**config.mk**
```make
export PLATFORM = sky130hd
export DESIGN_NAME = serial_alu_ctrl_flat
export DESIGN_NICKNAME = d
export VERILOG_FILES = /design/src/rtl/serial_alu_pkg.sv /design/src/rtl/serial_alu_ctrl_if.sv /design/src/rtl/serial_shreg.sv /design/src/rtl/serial_alu_ctrl.sv /design/src/flat_wrapper.sv
export SDC_FILE = /design/constraint.sdc
export NUM_CORES = 1
export LEC_CHECK = 0
export BUFFER_PORTS_ARGS = -buffer_cell sky130_fd_sc_hd__buf_4
export CORE_MARGIN = 4
export CORE_UTILIZATION = 56
export CTS_BUF_LIST = sky130_fd_sc_hd__clkbuf_4 sky130_fd_sc_hd__clkbuf_8
export DETAILED_ROUTE_END_ITERATION = 7
export PLACE_DENSITY = 0.84
export SYNTH_ARGS = -nofsm -noshare
export SYNTH_HDL_FRONTEND = slang
export SYNTH_SLANG_ARGS = --single-unit
```
**constraint.sdc**
```tcl
create_clock -name clk -period 3.7 [get_ports clk]
set_clock_uncertainty 0.1 [all_clocks]
set_input_delay 0.185 -clock clk [delete_from_list [all_inputs] [get_ports clk]]
set_output_delay 0.185 -clock clk [all_outputs]
set_load 0.05 [all_outputs]
```
**src/rtl/serial_alu_pkg.sv**
```systemverilog
// serial_alu_pkg: op codes, FSM states and op helpers
// shared by the bit-serial ALU sequencer.
package serial_alu_pkg;

  localparam logic [3:0] OP_AND  = 4'b0000;
  localparam logic [3:0] OP_OR   = 4'b0001;
  localparam logic [3:0] OP_ADD  = 4'b0010;
  localparam logic [3:0] OP_SUB  = 4'b0110;
  localparam logic [3:0] OP_NOR  = 4'b1100;
  localparam logic [3:0] OP_NAND = 4'b1101;

  typedef enum logic [1:0] {
    IDLE = 2'd0,
    RUN  = 2'd1,
    DONE = 2'd2
  } state_t;

  function automatic logic is_legal_op(
    input logic [3:0] op
  );
    case (op)
      OP_AND, OP_OR, OP_ADD,
      OP_SUB, OP_NOR, OP_NAND: return 1'b1;
      default:                 return 1'b0;
    endcase
  endfunction

  function automatic logic is_arith(
    input logic [3:0] op
  );
    return (op == OP_ADD) || (op == OP_SUB);
  endfunction

  // SUB runs on the ALU's add path with B inverted
  function automatic logic [3:0] alu_op(
    input logic [3:0] op
  );
    return (op == OP_SUB) ? OP_ADD : op;
  endfunction

endpackage

```
**src/rtl/serial_alu_ctrl_if.sv**
```systemverilog
// serial_alu_ctrl_if: request/result bundle plus the 1-bit ALU link.
// overflow is present only when SERIAL_ALU_OVF_EN is defined.
interface serial_alu_ctrl_if #(
  parameter int WIDTH = 8
);
  logic             start;
  logic [3:0]       op;
  logic [WIDTH-1:0] opa;
  logic [WIDTH-1:0] opb;
  logic             ready;
  logic             busy;
  logic             done;
  logic [WIDTH-1:0] result;
  logic             carry_out;
  logic             zero;
  logic             slt;
  logic             illegal_op;
`ifdef SERIAL_ALU_OVF_EN
  logic             overflow;
`endif
  logic [5:0]       alu_opcode;
  logic             alu_result;
  logic             alu_carry;

`ifdef SERIAL_ALU_OVF_EN
  modport master (
    output start, op, opa, opb,
    output alu_result, alu_carry,
    input  ready, busy, done, result,
    input  carry_out, zero, slt,
    input  illegal_op, overflow,
    input  alu_opcode
  );
  modport slave (
    input  start, op, opa, opb,
    input  alu_result, alu_carry,
    output ready, busy, done, result,
    output carry_out, zero, slt,
    output illegal_op, overflow,
    output alu_opcode
  );
`else
  modport master (
    output start, op, opa, opb,
    output alu_result, alu_carry,
    input  ready, busy, done, result,
    input  carry_out, zero, slt,
    input  illegal_op, alu_opcode
  );
  modport slave (
    input  start, op, opa, opb,
    input  alu_result, alu_carry,
    output ready, busy, done, result,
    output carry_out, zero, slt,
    output illegal_op, alu_opcode
  );
`endif

endinterface

```
**src/rtl/serial_shreg.sv**
```systemverilog
// serial_shreg: right-shift register with parallel load
// and serial input at the MSB.
module serial_shreg #(
  parameter int WIDTH = 8
) (
  input  logic             clk,
  input  logic             reset,
  input  logic             load,
  input  logic             shift,
  input  logic             sin,
  input  logic [WIDTH-1:0] din,
  output logic [WIDTH-1:0] q
);

  always_ff @(posedge clk or posedge reset) begin
    if (reset) begin
      q <= '0;
    end else if (load) begin
      q <= din;
    end else if (shift) begin
      q <= {sin, q[WIDTH-1:1]};
    end
  end

endmodule

```
**src/rtl/serial_alu_ctrl.sv**
```systemverilog
// serial_alu_ctrl: runs WIDTH-bit ops LSB first on a 1-bit ALU.
// Define SERIAL_ALU_OVF_EN to expose the overflow output.
module serial_alu_ctrl
  import serial_alu_pkg::*;
#(
  parameter int WIDTH = 8,
  parameter int CNT_W = $clog2(WIDTH)
) (
  input logic              clk,
  input logic              reset,
  serial_alu_ctrl_if.slave bus
);

  localparam logic [CNT_W-1:0] LAST =
    CNT_W'(WIDTH - 1);

  state_t           state;
  logic [CNT_W-1:0] cnt;
  logic             c;
  logic [3:0]       op_q;
  logic             arith_q;
  logic             sub_q;

  logic             ld;
  logic             run_en;
  logic             sub_in;
  logic [WIDTH-1:0] b_ld;
  logic [WIDTH-1:0] a_q;
  logic [WIDTH-1:0] b_q;
  logic [WIDTH-1:0] r_q;
  logic [WIDTH-1:0] res_full;
  logic             bit_s;
  logic             c_nxt;
  logic             ovf;
  logic             unused_lsb;

  assign ld     = (state == IDLE) && bus.start;
  assign run_en = (state == RUN);
  assign sub_in = (bus.op == OP_SUB);
  assign b_ld   = sub_in ? ~bus.opb : bus.opb;

  // ALU only half-adds; the carry is folded in here
  always_comb begin
    bit_s = bus.alu_result;
    c_nxt = 1'b0;
    if (arith_q) begin
      bit_s = bus.alu_result ^ c;
      c_nxt = bus.alu_carry |
              (bus.alu_result & c);
    end
  end

  assign res_full   = {bit_s, r_q[WIDTH-1:1]};
  assign ovf        = arith_q & (c ^ c_nxt);
  assign unused_lsb = ^{a_q[0], b_q[0], r_q[0]};

  serial_shreg #(.WIDTH(WIDTH)) u_a (
    .clk   (clk),
    .reset (reset),
    .load  (ld),
    .shift (run_en),
    .sin   (1'b0),
    .din   (bus.opa),
    .q     (a_q)
  );

  serial_shreg #(.WIDTH(WIDTH)) u_b (
    .clk   (clk),
    .reset (reset),
    .load  (ld),
    .shift (run_en),
    .sin   (1'b0),
    .din   (b_ld),
    .q     (b_q)
  );

  serial_shreg #(.WIDTH(WIDTH)) u_r (
    .clk   (clk),
    .reset (reset),
    .load  (ld),
    .shift (run_en),
    .sin   (bit_s),
    .din   ('0),
    .q     (r_q)
  );

  always_ff @(posedge clk or posedge reset) begin
    if (reset) begin
      state          <= IDLE;
      cnt            <= '0;
      c              <= 1'b0;
      op_q           <= '0;
      arith_q        <= 1'b0;
      sub_q          <= 1'b0;
      bus.ready      <= 1'b1;
      bus.busy       <= 1'b0;
      bus.done       <= 1'b0;
      bus.result     <= '0;
      bus.carry_out  <= 1'b0;
      bus.zero       <= 1'b0;
      bus.slt        <= 1'b0;
      bus.illegal_op <= 1'b0;
      bus.alu_opcode <= '0;
`ifdef SERIAL_ALU_OVF_EN
      bus.overflow   <= 1'b0;
`endif
    end else begin
      bus.done <= 1'b0;
      case (state)
        IDLE: begin
          if (bus.start) begin
            cnt           <= '0;
            bus.ready     <= 1'b0;
            bus.result    <= '0;
            bus.carry_out <= 1'b0;
            bus.zero      <= 1'b0;
            bus.slt       <= 1'b0;
`ifdef SERIAL_ALU_OVF_EN
            bus.overflow  <= 1'b0;
`endif
            if (is_legal_op(bus.op)) begin
              state          <= RUN;
              bus.busy       <= 1'b1;
              bus.illegal_op <= 1'b0;
              op_q           <= alu_op(bus.op);
              arith_q        <= is_arith(bus.op);
              sub_q          <= sub_in;
              c              <= sub_in;
              bus.alu_opcode <= {alu_op(bus.op),
                                 bus.opa[0], b_ld[0]};
            end else begin
              // result stays 0, so zero reads as set
              state          <= DONE;
              bus.illegal_op <= 1'b1;
              bus.zero       <= 1'b1;
              bus.done       <= 1'b1;
            end
          end
        end
        RUN: begin
          c              <= c_nxt;
          cnt            <= cnt + 1'b1;
          bus.alu_opcode <= {op_q, a_q[1], b_q[1]};
          if (cnt == LAST) begin
            state          <= DONE;
            bus.busy       <= 1'b0;
            bus.done       <= 1'b1;
            bus.alu_opcode <= '0;
            bus.result     <= res_full;
            bus.zero       <= (res_full == '0);
            bus.carry_out  <= c_nxt;
            bus.slt        <= sub_q & (bit_s ^ ovf);
`ifdef SERIAL_ALU_OVF_EN
            bus.overflow   <= ovf;
`endif
          end
        end
        DONE: begin
          state     <= IDLE;
          bus.ready <= 1'b1;
        end
        default: begin
          state     <= IDLE;
          bus.ready <= 1'b1;
          bus.busy  <= 1'b0;
        end
      endcase
    end
  end

endmodule
```
**src/flat_wrapper.sv**
```systemverilog
// flat-port wrapper written by rule: the top's interface ports become plain ports
module serial_alu_ctrl_flat import serial_alu_pkg::*;
#(
  parameter int WIDTH = 8,
  parameter int CNT_W = $clog2(WIDTH)
)
  (clk, reset, bus_start, bus_op, bus_opa, bus_opb, bus_alu_result, bus_alu_carry, bus_ready, bus_busy, bus_done, bus_result, bus_carry_out, bus_zero, bus_slt, bus_illegal_op, bus_alu_opcode);
  serial_alu_ctrl_if #(.WIDTH(WIDTH)) bus_i ();
  input logic clk;
  input logic reset;
  input wire logic [$bits(bus_i.start)-1:0] bus_start;
  input wire logic [$bits(bus_i.op)-1:0] bus_op;
  input wire logic [$bits(bus_i.opa)-1:0] bus_opa;
  input wire logic [$bits(bus_i.opb)-1:0] bus_opb;
  input wire logic [$bits(bus_i.alu_result)-1:0] bus_alu_result;
  input wire logic [$bits(bus_i.alu_carry)-1:0] bus_alu_carry;
  output wire logic [$bits(bus_i.ready)-1:0] bus_ready;
  output wire logic [$bits(bus_i.busy)-1:0] bus_busy;
  output wire logic [$bits(bus_i.done)-1:0] bus_done;
  output wire logic [$bits(bus_i.result)-1:0] bus_result;
  output wire logic [$bits(bus_i.carry_out)-1:0] bus_carry_out;
  output wire logic [$bits(bus_i.zero)-1:0] bus_zero;
  output wire logic [$bits(bus_i.slt)-1:0] bus_slt;
  output wire logic [$bits(bus_i.illegal_op)-1:0] bus_illegal_op;
  output wire logic [$bits(bus_i.alu_opcode)-1:0] bus_alu_opcode;
  assign bus_i.start = bus_start;
  assign bus_i.op = bus_op;
  assign bus_i.opa = bus_opa;
  assign bus_i.opb = bus_opb;
  assign bus_i.alu_result = bus_alu_result;
  assign bus_i.alu_carry = bus_alu_carry;
  assign bus_ready = bus_i.ready;
  assign bus_busy = bus_i.busy;
  assign bus_done = bus_i.done;
  assign bus_result = bus_i.result;
  assign bus_carry_out = bus_i.carry_out;
  assign bus_zero = bus_i.zero;
  assign bus_slt = bus_i.slt;
  assign bus_illegal_op = bus_i.illegal_op;
  assign bus_alu_opcode = bus_i.alu_opcode;
  serial_alu_ctrl #(.WIDTH(WIDTH), .CNT_W(CNT_W)) u_core (.clk(clk), .reset(reset), .bus(bus_i));
endmodule
```
Word-level counts from Yosys, hierarchy flattened. Cells that the tools add are included. Widths: inputs -> output; s select.

Flip-flop bits (word level): 57. Bits in latches: 0. RAM bits: 0. Memory bits (read-only): 0. Input port bits: 25. Output and inout bits: 21. Memories kept: 0.

Add/sub/neg operators: 1. $mul: 0. Divide/modulo/power cells: 0. Order comparisons: 0. Equality and inequality tests: 11. Shift operators: 0. Muxes and demuxes: 46. Bitwise logic cells: 10. Reduce and logical (&&, ||, !) cells: 16.

Operators with widths (number): $mux 8 (9); $mux 1 (18); $mux 6 (3); $pmux 8 s2 (1); $pmux 1 s2 (6); $pmux 6 s2 (1); $reduce_and 3->1 (3); $eq 4x4->1 const B (2); $logic_not 8->1 (1); $not 8->8 (1); $reduce_and 2->1 (4); $mux 2 (3); $ne 2x2->1 const B (3); $pmux 3 s2 (1); $reduce_or 6->1 (1); $eq 4x1->1 const B (1); $eq 4x2->1 const B (1); $eq 4x3->1 const B (1); $logic_not 4->1 (1); $mux 4 (1); $pmux 2 s2 (1); $reduce_and 4->1 (1); $reduce_bool 2->1 (2); $add 3x1->3 const B (1); other kinds (12) (17).

Longest topological paths before layout. Gate-level depths: netlist of run 1.

Word-level depth: 9. Depth in mapped cells: 7. Gate-level depth less buffers: 6.

By module. Synthesis of run 1 repeated with hierarchy kept, for this count alone.

Cell total of the unflattened synthesis: 255. Area total of the unflattened synthesis: 2746.4 um2.

Modules (own cells, without submodules): serial_alu_ctrl (instances 1, cells an instance 150, area an instance 1616.6 um2, seq. area each 827.0 um2); serial_shreg (instances 3, cells an instance 35, area an instance 376.6 um2, seq. area each 200.2 um2).

Least setup slack after synthesis of run 1. No wires, ideal clock.

Path type: flip-flop to flip-flop. Start: register u_core.state[1]. End: register u_core.arith_q. Library setup time: 125 ps. Arrival time: 1579 ps. Setup slack: 1896 ps. Stages on the path, launching flop included: 6. Buffers on the path: 1. Clock period less this slack: 1804 ps. Cells stage by stage: dfrtp_1 > buf_4 > or3b_1 > a2bb2oi_4 > nor2_4 > mux2_4.

Word-level cells in the longest chain between the ends: 2.

RTL lines: from (decl) (line serial_alu_ctrl.sv:17) `state_t state;`; from (signal assigned) (line serial_alu_ctrl.sv:89) `state <= IDLE;`; from (signal assigned) (line serial_alu_ctrl.sv:122) `state <= RUN;`; from (signal assigned) (line serial_alu_ctrl.sv:133) `state <= DONE;`; $logic_not 2->1 (line serial_alu_ctrl.sv:109) `case (state)`; $reduce_and 3->1 (no source line); to (signal assigned) (line serial_alu_ctrl.sv:126) `arith_q <= is_arith(bus.op);`; to (decl) (line serial_alu_ctrl.sv:21) `logic arith_q;`.

No other way between the ends. A chain may end at the register's enable or synchronous reset.

Worst setup path after layout of run 1.
Start: register u_core.state[1]. End: register u_core.u_b.q[3].

Word-level cells in the longest chain between the ends: 3. Elaborated cells on any way between the ends: 5.

RTL lines: $logic_not 2->1 (line serial_alu_ctrl.sv:37) `assign ld = (state == IDLE) && bus.start;`; $logic_and 1x1->1 (line serial_alu_ctrl.sv:37); $mux 8 or $reduce_bool 2->1 (tied branches); to (signal assigned) (line serial_shreg.sv:19) `q <= din;`; to (signal assigned) (line serial_shreg.sv:21) `q <= {sin, q[WIDTH-1:1]};`; to (decl) (line serial_shreg.sv:12) `output logic [WIDTH-1:0] q`.

Several ways; a longest one is shown, not always the timed one.

==> flow_summary.json, run 1 <==
{
  "outcome": "completed",
  "switchingPower_mw": 1.03,
  "fp.dieH_um": 74.2,
  "yosys-top-cells-count": "nand2_1, dfrtp_1, o21ai_0",
  "clockBufferDepth": 2,
  "antenna_cells": 0,
  "p_leak_nw": 1.43,
  "ys_seq_elements": 54,
  "fp.coreArea_um2": 4120,
  "intPower_mw": 1.40,
  "holdPathEnd": "u_core.u_a.q[2]",
  "dr.pass1.iters": 4,
  "wl_per_cell_um": 14.8,
  "crit_path_max_incr_delay_ns": 0.73,
  "ir_drop_mv": 0.368,
  "cts_root_buffer": "clkbuf_8",
  "clock_latency_ns": 0.30,
  "yosysUniqueCellTypes": 43,
  "syn2layout_area_growth_pct": 19.7,
  "track_usage_pct": 19.5,
  "drtIter0Drc": 154,
  "syn_inst": 243,
  "yosys.area.top_type_share_pct": 54.1,
  "fp-row-count": 23,
  "vias_per_cell": 5.55,
  "antenna_found_initial": 0,
  "seqPwrFrac_pct": 41.4,
  "drtAntennaViolNets": 0,
  "hold_depth": 3,
  "cp_data_required_time_ns": 3.78,
  "die_w_um": 74.2,
  "worst-setup-path-type": "reg2reg",
  "synth_top_area_cell": "dfrtp_1",
  "drive_above_1_share_pct": 23.4,
  "synth_edf_count": 0,
  "tightestPinTransition_ns": 1.11,
  "crit_arrival_ns": 2.32,
  "grt_max_degree": 55,
  "cp_cell_sequence": "nor3b_2, nor2_1, a22oi_1, o21ai_0",
  "slew_violations": 0,
  "clkPwrFrac_pct": 15.1,
  "dp_hpwl_um": 3530,
  "worstHoldPathType": "in2reg",
  "p_per_area_nw_per_um2": 829,
  "gp_congestion": 0.803,
  "grt_overflow": 0,
  "fmax_mhz": 445,
  "cp.buffers_inverters": 0,
  "die-area_um2": 5500,
  "htreeDepth": 2,
  "maxCapViolations": 0,
  "synth-main-ff-cell": "dfrtp_1",
  "cts_buffers": 5,
  "start_util_pct": 59.6,
  "min_from": "bus_opa[2]",
  "power_frac_comb_pct": 43.5,
  "grt_pass1_wl_um": 8340,
  "synthTopCellsByArea": "dfrtp_1, nand2_1, o21ai_0, a21oi_1, a22oi_1",
  "startpoint_type": "flip-flop",
  "synth_seq_area_share_pct": 55.1,
  "setup_violations": 0,
  "crit_fanout": 17,
  "stdcell_count": 336,
  "fin_nets": 313,
  "yosys.cell_count.top_type": "nand2_1",
  "crit_path_top_delay_cell": "nor3b_2",
  "cts_setup_buffers": 0,
  "finalHoldViolCount": 0,
  "rr_endpoint": "u_core.u_b.q[3]",
  "r2r_slack_ns": 1.45,
  "ios": 46,
  "r2r-start": "u_core.state[1]",
  "netSwitchingFraction_pct": 42.4,
  "yosysWarnings": 0,
  "maxSlewHeadroom_pct": 26.2,
  "async_flop_share_pct": 100,
  "path_clk_slew_ns": 0.09,
  "vias": 1865,
  "totalWireLength_um": 4980,
  "portBuffers": 45,
  "clock_sinks": 54,
  "syn-cell-area_um2": 2450,
  "dp.cells": 327,
  "rr_worst_depth": 4,
  "min_period_ns": 2.25,
  "grt_pass1_vias": 1756,
  "crit_path_end_kind": "flip-flop",
  "rsz0062_at_grt": "no",
  "fin_setup_tns_ns": 0,
  "synth_nets": 271,
  "syn_area_per_cell_um2": 10.1,
  "fin_crit_sh_pct": 60.7,
  "cts_tree": "built",
  "drc": 0,
  "cp_top_family": "simple AND/OR/NAND/NOR gates"
}
## layout make-up
class                           count  area (µm²)
Sequential cell                    54        1350
Fill cell                         329        1180
Multi-Input combinational cell    172        1030
Timing Repair Buffer               48         363
Clock buffer                        8         110
Tap cell                           50        62.6
Inverter                            4        15.0
## cells in the final DEF, fill, tap and decap left out, drive strengths merged, types with 5 or more instances in the layout
cell / Yosys / final
a21oi: 15 / 15
o21ai: 23 / 23
xnor2: 6 / 6
nor2: 8 / 8
dfrtp: 53 / 53
buf: 7 / 47
clkbuf: 6 / 8
a22oi: 10 / 10
xor2: 5 / 5
mux2: 5 / 5
nand2: 62 / 62
## registers in the layout, indices dropped and copies added, names as in the netlist, 2 cells and up
register and count:
u_core.state 2, u_core.u_b.q 7, u_core.u_r.q 7, u_core.u_a.q 7, u_core.cnt 3, u_core.bus.result 8, u_core.bus.alu_opcode 6, u_core.op_q 4
## worst max-delay path by stage
stage	startpoint	to	slack, ns	cells past startpoint
finish	u_core.state[1]	u_core.u_b.q[3]	1.45	4
global route	u_core.state[1]	u_core.u_b.q[5]	1.16	4
CTS	u_core.state[1]	u_core.u_b.q[3]	1.45	4
detailed placement	u_core.state[1]	u_core.u_b.q[3]	1.47	4
global placement	u_core.state[1]	u_core.u_b.q[3]	1.52	4
floorplan	u_core.state[1]	u_core.arith_q	1.90	5
## power by group through the flow
stage | clock network (mW) | registers, mW | logic, mW
floorplan | 0 | 1.24 | 0.556
CTS | 0.380 | 1.00 | 1.07
global placement | 0 | 1.00 | 1.04
detailed placement | 0 | 1.01 | 1.06
finish | 0.369 | 1.01 | 1.06
global route | 0.399 | 1.03 | 1.17
## worst register-to-register path, cell delays in order (launching register included)
cell	delay (ns)
dfrtp_1	0.49
nor3b_2	0.73
nor2_1	0.45
a22oi_1	0.25
o21ai_0	0.10
## stage by stage
step	area [µm²]	hold slack [ns]	setup slack, ns	power, mW	utilization, %
floorplan	2450	0.202	1.90	1.79	-
global placement	2820	0.301	1.52	2.04	68.4
detailed placement	2820	0.311	1.47	2.08	68.4
CTS	2940	0.00599	1.45	2.45	71.4
global route	2940	0.0214	1.16	2.60	71.4
finish	2940	0.00841	1.45	2.44	71.4
## kinds of logic (layout without fill, tap and decap cells)
kind of cell,Yosys count,count (layout),synth area share [%]
XOR/XNOR,11,11,4.23
buffers and inverters,17,60,3.01
adder cells (fa/ha/maj),3,3,1.53
AND/OR/NAND/NOR,86,86,15.7
flip-flops,54,54,55.1
AO/OA/AOI/OAI,63,63,16.0
multiplexers,9,9,4.39
## metal layers
metal | vias to the layer above | GRT usage (%) | wire length [µm]
met2 | 35 | 31.8 | 2520
li1 | 914 | - | -
met1 | 907 | 26.6 | 2200
met3 | 9 | 2.57 | 178
met4 | 0 | 7.44 | 82
met5 | - | 0 | 0
## timing repair
action / CTS / global route
hold buffers: 1 / 0
hold endpoints to repair: 1 / 0
gates resized for setup: 0 / 0
Power figures use the tool's default switching activity.
==> run 2, diff against run 1 <==
==> constraint.sdc (replaced) <==
create_clock -name clk -period 2.1 [get_ports clk]
set_clock_uncertainty 0.1 [all_clocks]
set_input_delay 0.105 -clock clk [delete_from_list [all_inputs] [get_ports clk]]
set_output_delay 0.105 -clock clk [all_outputs]
set_load 0.05 [all_outputs]
==> flow_summary.json, run 2 (synthesized netlist as in run 1, its figures left out) <==
{
  "path_clk_slew_ns": 0.09,
  "mostFrequentLayoutCells": "nand2_1, buf_4, dfrtp_1",
  "portBuffers": 45,
  "critPathLaunch": "bus_op[0]",
  "fin_setup_tns_ns": 0,
  "grt_pass1_wl_um": 9150,
  "endpoint": "u_core.op_q[0]",
  "gp_congestion": 0.819,
  "worstHoldPathType": "in2reg",
  "p_leak_nw": 1.53,
  "dpl_worst_slack_ns": 0.277,
  "nFillCells": 287,
  "start_util_pct": 59.6,
  "p_total_mw": 4.40,
  "drtIter0Drc": 112,
  "vias": 1950,
  "cts_buffers": 5,
  "cts_tree": "built",
  "hold_slack_ns": 0.0128,
  "min_period_ns": 1.93,
  "ir_drop_mv": 0.642,
  "mostFrequentLayoutCell": "nand2_1",
  "setup_ws_ns": 0.166,
  "maxSlewHeadroom_pct": 63.5,
  "rr_worst_depth": 5,
  "crit_path_top_delay_cell": "dlygate4sd3_1",
  "grt_max_degree": 28,
  "met1_length_um": 2370,
  "top_layer_used": "met4",
  "fin_crit_sh_pct": 92.1,
  "clock_latency_ns": 0.30,
  "antenna_cells": 0,
  "dr.pass1.iters": 4,
  "drc": 0,
  "vias_per_cell": 5.45,
  "r2r_slack_ns": 0.26,
  "maxCapViolations": 0,
  "clockBufferDepth": 2,
  "drtAntennaViolNets": 0,
  "syn2layout_area_growth_pct": 27.6,
  "grt_pass1_vias": 1985,
  "wl_per_cell_um": 15.3,
  "fp-row-count": 23,
  "dp_hpwl_um": 3750,
  "clock_sinks": 54,
  "grt_overflow": 0,
  "finalHoldViolCount": 0,
  "antenna_found_initial": 0,
  "cp_data_required_time_ns": 2.19,
  "ios": 46,
  "cp.buffers_inverters": 2,
  "fin_nets": 335,
  "stdcell_count": 358,
  "dp.cells": 335,
  "crit_path_end_kind": "flip-flop",
  "wl_met3_um": 258,
  "r2r-start": "u_core.cnt[0]",
  "cp_top_family": "buffers and inverters",
  "worst-setup-path-type": "in2reg",
  "largest_reg_flops": 8,
  "crit_arrival_ns": 2.03,
  "die-area_um2": 5500,
  "met2WireLength_um": 2760,
  "fp.coreArea_um2": 4120,
  "fmax_mhz": 517,
  "drive_above_1_share_pct": 24.4,
  "tightestPinTransition_ns": 0.546,
  "rsz0062_at_grt": "no",
  "slew_violations": 0,
  "crit_fanout": 10,
  "min_from": "bus_opb[6]",
  "track_usage_pct": 21.6,
  "crit_path_max_incr_delay_ns": 0.54,
  "die_w_um": 74.2,
  "p_per_area_nw_per_um2": 1410,
  "cts_resized": 0,
  "crit_cells": 6,
  "cp_cell_sequence": "dlygate4sd3_1, buf_4, nor3b_1, a2bb2oi_4, nor2_4, mux2_4",
  "setup_violations": 0,
  "startpoint_type": "input port",
  "rr_endpoint": "u_core.bus.result[7]",
  "largest-register": "u_core.bus.result",
  "outcome": "completed",
  "fp.dieH_um": 74.2,
  "htreeDepth": 2,
  "totalWireLength_um": 5500,
  "cts_root_buffer": "clkbuf_8"
}
[run 2: worst min path at each step]
| stage | slack, ns | endpoint | cells past startpoint |
|---|---|---|---|
| floorplan | 0.12 | u_core.u_a.q[7] | 2 |
| global placement | -0.04 | u_core.bus.done | 2 |
| detailed placement | -0.03 | u_core.bus.done | 2 |
| CTS | 0.01 | u_core.u_b.q[6] | 4 |
| global route | 0.04 | u_core.bus.alu_opcode[1] | 3 |
| finish | 0.01 | u_core.u_b.q[6] | 4 |
[run 2: layer usage]
metal  track usage [%]  vias to the layer above
li1                  -                      959
met1              27.9                      930
met2              36.2                       51
met3              3.92                       10
met4              8.45                        0
met5                 0                        -
[run 2: timing repair]
action                     4_1_cts  5_1_grt
hold endpoints to repair        45        0
hold buffers                    15        0
setup endpoints to repair        0        0
setup buffers                    0        0
[run 2: worst register-to-register path: stages, from the launching register on]
cell	delay (ns)
dfrtp_1	0.41
ha_1	0.21
ha_1	0.22
nand2_1	0.08
a21o_1	0.33
mux2_2	0.38
[run 2: final cells by class]
type,instances,area [µm²],area share (%)
tap,50,62.6,2.00
timing repair buffer,70,576,18.4
sequential,54,1350,43.2
multi-input combinational,172,1030,33.0
inverter,4,15.0,0.480
clock buffer,8,91.3,2.92
[run 2: stage by stage]
stage | utilization, % | instance area, µm²
after floorplan | - | 2450
after detailed placement | 70.2 | 2890
after CTS | 76.1 | 3130
after global placement | 70.2 | 2890
after global routing | 76.1 | 3130
final | 76.1 | 3130
[run 2: where the power goes]
group	internal, mW	switching [mW]
clock	0.277	0.325
sequential	1.47	0.295
combinational	0.771	1.26
total	2.52	1.88
